===== src/rtl/muon_frame_builder_pkg.sv =====
// Shared types for the muon frame builder feeding the bitonic sorter.
package muon_frame_builder_pkg;

  localparam int unsigned PT_W        = 9;
  localparam int unsigned ETA_W       = 9;
  localparam int unsigned PHI_W       = 10;
  localparam int unsigned QUAL_W      = 4;
  localparam int unsigned FRAME_WIDTH = 8;

  // One muon candidate; the builder forwards it without looking inside.
  typedef struct packed {
    logic [PT_W-1:0]   pt;
    logic [ETA_W-1:0]  eta;
    logic [PHI_W-1:0]  phi;
    logic [QUAL_W-1:0] quality;
  } muon_t;

  // Filler for unused frame slots.
  localparam muon_t MUON_NULL = '0;

  typedef enum logic [0:0] {
    FILL    = 1'b0,
    DISCARD = 1'b1
  } fill_state_t;

endpackage


===== src/rtl/muon_frame_builder.sv =====
// Packs serially arriving muons of one bunch crossing into a null-padded,
// double-buffered frame for the sorter input.
module muon_frame_builder
  import muon_frame_builder_pkg::*;
#(
  parameter int unsigned WIDTH  = FRAME_WIDTH,
  parameter int unsigned DROP_W = 16
) (
  input  logic                    clk,
  input  logic                    rst,
  input  logic                    s_valid,
  output logic                    s_ready,
  input  muon_t                   s_muon,
  input  logic                    s_last,
  output logic                    m_valid,
  input  logic                    m_ready,
  output muon_t                   m_frame [WIDTH],
  output logic [$clog2(WIDTH):0]  m_count,
  output logic                    m_trunc,
  output logic [DROP_W-1:0]       drop_cnt
);

  localparam int unsigned IDX_W = $clog2(WIDTH);
  localparam int unsigned CNT_W = IDX_W + 1;

  fill_state_t      state;
  logic [IDX_W-1:0] cnt;
  logic             pend;
  logic [CNT_W-1:0] cnt_frame;
  logic             trunc_frame;
  muon_t            fill_buf [WIDTH];

  logic             accept;
  logic             fill_acc;
  logic             at_end;
  logic             close;
  logic             close_trunc;
  logic             out_free;
  logic             direct;
  logic             xfer_pend;
  logic             load;
  muon_t            src_frame [WIDTH];
  logic [CNT_W-1:0] src_len;
  logic             src_trunc;

  // Fill stalls only while a closed frame is parked in the buffer; discard never stalls.
  always_comb begin
    s_ready = 1'b0;
    if (!rst) s_ready = (state == DISCARD) || !pend;
  end

  // Close/transfer decode; a closing beat bypasses the buffer when the output is free.
  always_comb begin
    accept      = s_valid && s_ready;
    fill_acc    = accept && (state == FILL);
    at_end      = (cnt == IDX_W'(WIDTH - 1));
    close       = fill_acc && (s_last || at_end);
    close_trunc = fill_acc && !s_last && at_end;
    out_free    = !m_valid || m_ready;
    direct      = close && out_free;
    xfer_pend   = pend && out_free;
    load        = direct || xfer_pend;
    src_len     = direct ? ({1'b0, cnt} + CNT_W'(1)) : cnt_frame;
    src_trunc   = direct ? close_trunc : trunc_frame;
    src_frame   = fill_buf;
    if (direct) src_frame[cnt] = s_muon;
  end

  // Fill FSM, pending-frame flag, drop counter and output register.
  always_ff @(posedge clk) begin
    if (rst) begin
      state       <= FILL;
      cnt         <= '0;
      pend        <= 1'b0;
      cnt_frame   <= '0;
      trunc_frame <= 1'b0;
      m_valid     <= 1'b0;
      m_count     <= '0;
      m_trunc     <= 1'b0;
      drop_cnt    <= '0;
      for (int i = 0; i < int'(WIDTH); i++) m_frame[i] <= MUON_NULL;
    end else begin
      if (fill_acc) begin
        fill_buf[cnt] <= s_muon;
        cnt           <= close ? '0 : cnt + IDX_W'(1);
      end

      if (close && !out_free) begin
        pend        <= 1'b1;
        cnt_frame   <= {1'b0, cnt} + CNT_W'(1);
        trunc_frame <= close_trunc;
      end else if (xfer_pend) begin
        pend <= 1'b0;
      end

      if (close_trunc) state <= DISCARD;

      if (accept && (state == DISCARD)) begin
        if (drop_cnt != '1) drop_cnt <= drop_cnt + DROP_W'(1);
        if (s_last) state <= FILL;
      end

      if (load) begin
        for (int i = 0; i < int'(WIDTH); i++)
          m_frame[i] <= (CNT_W'(i) < src_len) ? src_frame[i] : MUON_NULL;
        m_count <= src_len;
        m_trunc <= src_trunc;
        m_valid <= 1'b1;
      end else if (m_ready) begin
        m_valid <= 1'b0;
      end
    end
  end

endmodule


===== config.mk =====
export PLATFORM = sky130hd
export DESIGN_NAME = muon_frame_builder
export DESIGN_NICKNAME = d
export VERILOG_FILES = /design/src/rtl/muon_frame_builder_pkg.sv /design/src/rtl/muon_frame_builder.sv
export SDC_FILE = /design/constraint.sdc
export NUM_CORES = 1
export LEC_CHECK = 0
export ABC_CLOCK_PERIOD_IN_PS = 15800
export CAP_MARGIN = 15
export CORE_MARGIN = 2
export CORE_UTILIZATION = 30
export CTS_CLUSTER_SIZE = 25
export DETAILED_ROUTE_END_ITERATION = 8
export GPL_TIMING_DRIVEN = 0
export PLACE_DENSITY = 0.5
export SLEW_MARGIN = 20
export SYNTH_ARGS = -nofsm -noshare
export SYNTH_HDL_FRONTEND = slang
export SYNTH_SLANG_ARGS = --single-unit

===== constraint.sdc =====
create_clock -name clk -period 15.8 [get_ports clk]
set_input_delay 3.16 -clock clk [delete_from_list [all_inputs] [get_ports clk]]
set_output_delay 3.16 -clock clk [all_outputs]
set_load 0.03 [all_outputs]

# Word level (Yosys, flattened, before mapping)
# Index checks and enable logic that the tools add are counted.
# word_totals
mem_count	0
latch_bits	0
mem_bits_ro	0
word_cells	136
ram_bits	0
ff_bits	544
# classes
n_shift	0
add_sub_neg	3
multipliers	0
n_bitwise	3
eq_ne	2
n_lt_le_gt_ge	10
n_mux	23
reduce_logical	22
n_div	0
# ops
operator	count
$mux W32	9
$bwmux W256	1
$mux W256	1
$demux W32 S3	1
$add A16 B1 Y16 const B	1
$lt A3 B4 Y1 const A	4
$ne A16 B16 Y1 const B	1
$logic_and A1 B1 Y1	10
$mux W1	9
$lt A1 B4 Y1 const A	2
$lt A2 B4 Y1 const A	2
$add A3 B1 Y4 const B	1
$ge A4 B4 Y1 const B	1
$logic_not A1 Y1	4
$logic_or A1 B1 Y1	4
$lt A4 B1 Y1 const B	1
$mux W4	1
$not A3 Y4	1
$reduce_and A2 Y1	2
$reduce_bool A2 Y1	2
$add A3 B1 Y3 const B	1
$eq A3 B3 Y1 const B	1
$mux W3	1
$not A1 Y1	2

# Longest topological paths before layout
# depth
word_depth	10
ltp_mapped	9

# Worst setup path before layout
# OpenSTA, ideal clock, no wires.
# synth_path
path_kind	input to register
start	in rst
end	reg m_frame[24] in the netlist's numbering
path_buffers	4
path_slack_ns	7.213
setup_ns	0.137
required_ns	15.663
path_stages	9
arrival_ns	8.450
path_cell_list	buf_2 -> or4b_1 -> buf_6 -> clkinv_8 -> buf_2 -> nand3_1 -> clkbuf_1 -> a31oi_1 -> a211oi_1
# synth_between
elab_chain_len	8
# synth_lines
element	line_no	rtl
start, declared	muon_frame_builder.sv:10	input logic rst,
$mux W1	muon_frame_builder.sv:49	if (!rst) s_ready = (state == DISCARD) || !pend;
$logic_and A1 B1 Y1	muon_frame_builder.sv:54	accept = s_valid && s_ready;
$logic_and A1 B1 Y1	muon_frame_builder.sv:55	fill_acc = accept && (state == FILL);
$logic_and A1 B1 Y1	muon_frame_builder.sv:57	close = fill_acc && (s_last || at_end);
$logic_and A1 B1 Y1	muon_frame_builder.sv:60	direct = close && out_free;
$mux W4	muon_frame_builder.sv:63	src_len = direct ? ({1'b0, cnt} + CNT_W'(1)) : cnt_frame;
$lt A3 B4 Y1	muon_frame_builder.sv:105	m_frame[i] <= (CNT_W'(i) < src_len) ? src_frame[i] : MUON_NULL;
$mux W32	muon_frame_builder.sv:105	
end signal, assigned by index	muon_frame_builder.sv:105	
end, declared	muon_frame_builder.sv:17	output muon_t m_frame [WIDTH],
# Several ways; a longest one is shown, not always the timed one.
# A chain may end at the register's enable or synchronous reset.

# Worst setup path in the final report
# layout_path
start	in rst
end	out s_ready
# layout_between
elab_chain_len	1
# layout_lines
element	line_no	rtl
$mux W1	muon_frame_builder.sv:49	
end, declared	muon_frame_builder.sv:12	output logic s_ready,
# Every way passes these cells.

==> metrics <==
status=finished, final reports clean; Net Count, Synth=1904; R2R Path End=m_frame[101]; Max transition margin=29.17%; Worst EP arrival=between 4000 and 5000 ps; kind of critical path=input pin to output pin; period utilisation layout=48.43%; GRT Residual Overflow=0; CTS resizes=0; die height=285.3 um; crit path capture type=output pin; r2r setup slk=around 12000 ps; Finished Core Util=between 30% and 40%; CTS tree=yes; final WL=84100 um; commonest non-fill, non-tap cell in the layout=clkdlybuf4s50_1; top_reg_cell synth=dfxtp_1; top area cells in the synthesized netlist=edfxtp_1, dfxtp_1, mux2_2, o2bb2ai_1, mux2i_1; critical-path maximum fanout=9; final-report hold violation count=0; Root Buffer=clkbuf_16; Cell variety after synth=63; IO Count=316; WL per Instance=25.15 um; total vias in the final route=17665; share of layout cells above drive strength 1=about 18%; post-synth top area cell=edfxtp_1; # Max-Cap Violations=0; 1st-pass router iterations=5; Rows=103; IO Port Bufs=313; RD Place Congestion=0.8786; RSZ-0062 raised after global routing=false; hold path start=m_frame[61]; Core Area=78610 um2; Final Critical Period=7652 ps; Reg clk slew, reported paths=60 ps; VDD IR max=0.07880 mV; synth warn=0; post-synthesis sequential area ratio=56.65%; worst hold path type=flip-flop to flip-flop; largest net degree at the start of global routing=94; ANT nets after route=0; cells after synthesis=1864; worst-margin pin slew=1053 ps; H-tree lvl count=2; clock sink count=544; Worst Path Required=12640 ps; post-synth top area share=about 32%; Post-CTS Setup Bufs=0; Worst Setup Start Kind=input pin; Die Wd=roughly 290 um; vias in the first global route=18091; Power Density=roughly 110 nW/um2; Skew-Pair Late Insertion Delay=650 ps; hold endpoint=m_frame[61]; global-route wire length before repair=about 120000 um; Clock Path Buffers=3; final clock skew=28.55 ps; Avg Inst Size Synth=12.74 um2; initial drt markers=1244; DP Cell Count=3230; Inserted Diodes=0; flip-flop and latch count after synthesis=approximately 540; Final #Nets=2283; initial antenna violation count=2; FF-to-FF path depth=9; HPWL Detailed=61320 um; cts hold-fix bufs=0; area delta synth->final=27.54%; number of synthesized flops with an enable pin=~260; f_max=roughly 0.13 GHz; Slew Limit Fails=0; Final setup viols=0; Async SR Flop Fraction=0%; vias per cell=5.283; Non-Filler Instances=roughly 3300; WHS Path Cells=1; TritonCTS buffer count=61; most frequent cells in the layout=clkdlybuf4s50_1, dfxtp_1, edfxtp_1; die area=81420 um2; DRC=0; mapped cell area=23750 um2; Initial Utilization=a little under a third; leak pwr=9.560 nW; Worst R2R Start=cnt[1]; Total GRT Usage=20.04%; setup_tns=0 ps
critical path, cell delays in order:
cell and delay (ps):
buf_2 180, inv_1 260, o21a_1 180, clkdlybuf4s50_1 710
how the worst max path moves through the flow:
stage	slack, ps	startpoint	cells past startpoint	end
3_3_place_gp	4550	rst	9	m_frame[23]
3_5_place_dp	8180	rst	4	s_ready
4_1_cts	8180	rst	4	s_ready
5_1_grt	8100	rst	4	s_ready
2_1_floorplan	7210	rst	9	m_frame[24]
6_report	8150	rst	4	s_ready
report_power, final:
| group | total, W | switching (W) | internal [W] |
|---|---|---|---|
| combinational | 0.000227 | 0.000151 | 0.0000757 |
| clock | 0.00142 | 0.000601 | 0.000820 |
| sequential | 0.00153 | 0.0000188 | 0.00152 |
layout make-up:
class                   count  area, um2
inverters                   6      35.03
multi-input cells        1108       9382
clock buffers             100       1866
clock inverters            14      126.4
well taps                1050       1314
fillers                  7649      48330
plain buffers             206      917.1
repair buffers            316       3193
flip-flops and latches    544      13450
through the flow:
| step | hold WS [ps] | setup slack, ps | total power, W | area, um2 |
|---|---|---|---|---|
| 2_1_floorplan | 505.0 | 7213 | 0.001691 | 23750 |
| 3_3_place_gp | 446.2 | 4554 | 0.001792 | 28190 |
| 3_5_place_dp | 445.3 | 8180 | 0.001793 | 28280 |
| 4_1_cts | 465.2 | 8176 | 0.003217 | 30270 |
| 5_1_grt | 471.8 | 8102 | 0.003294 | 30290 |
| 6_report | 460.4 | 8148 | 0.003183 | 30290 |
cells in the mapped netlist (6+ instances only):
cell type    n
a22o_1      35
a31oi_1     36
dfxtp_1    288
buf_1        6
nor2_1      22
o2bb2ai_2   20
clkbuf_1   158
a22oi_1     32
nand2_1     89
a32oi_1     32
mux2i_1    129
nor4_1      39
mux2_2     228
edfxtp_1   256
nand3_1     11
o2bb2ai_1  176
buf_2       23
buf_4       10
a211oi_1    41
buf_6        9
a32o_1      28
a21oi_1     56
nand4_1     39
sequential cells by signal, summed over array words and instances (netlist names):
register and count:
fill_buf 256, m_frame 256, drop_cnt 16, cnt_frame 4, m_count 4, cnt 3, m_trunc 1, m_valid 1
pend 1, state 1, trunc_frame 1
metal layers:
metal	global-route usage (%)	routed length, um	vias up
met5	0	11	-
met4	6.047	2265	2
met3	5.272	6224	125
met2	32.96	39510	571
met1	25.76	36090	8830
li1	-	-	8137
cell families after synthesis:
kind of cell / after synthesis / synth area share (%)
adders and majority gates: 3 / 0.1581
DFF: 544 / 56.65
and+or+nand+nor: 254 / 5.738
muxes: 357 / 16.25
AOI/OAI and AO/OA: 494 / 17.23
buffers and inverters: 212 / 3.968
Note: power is estimated with default switching activity, not from simulation.
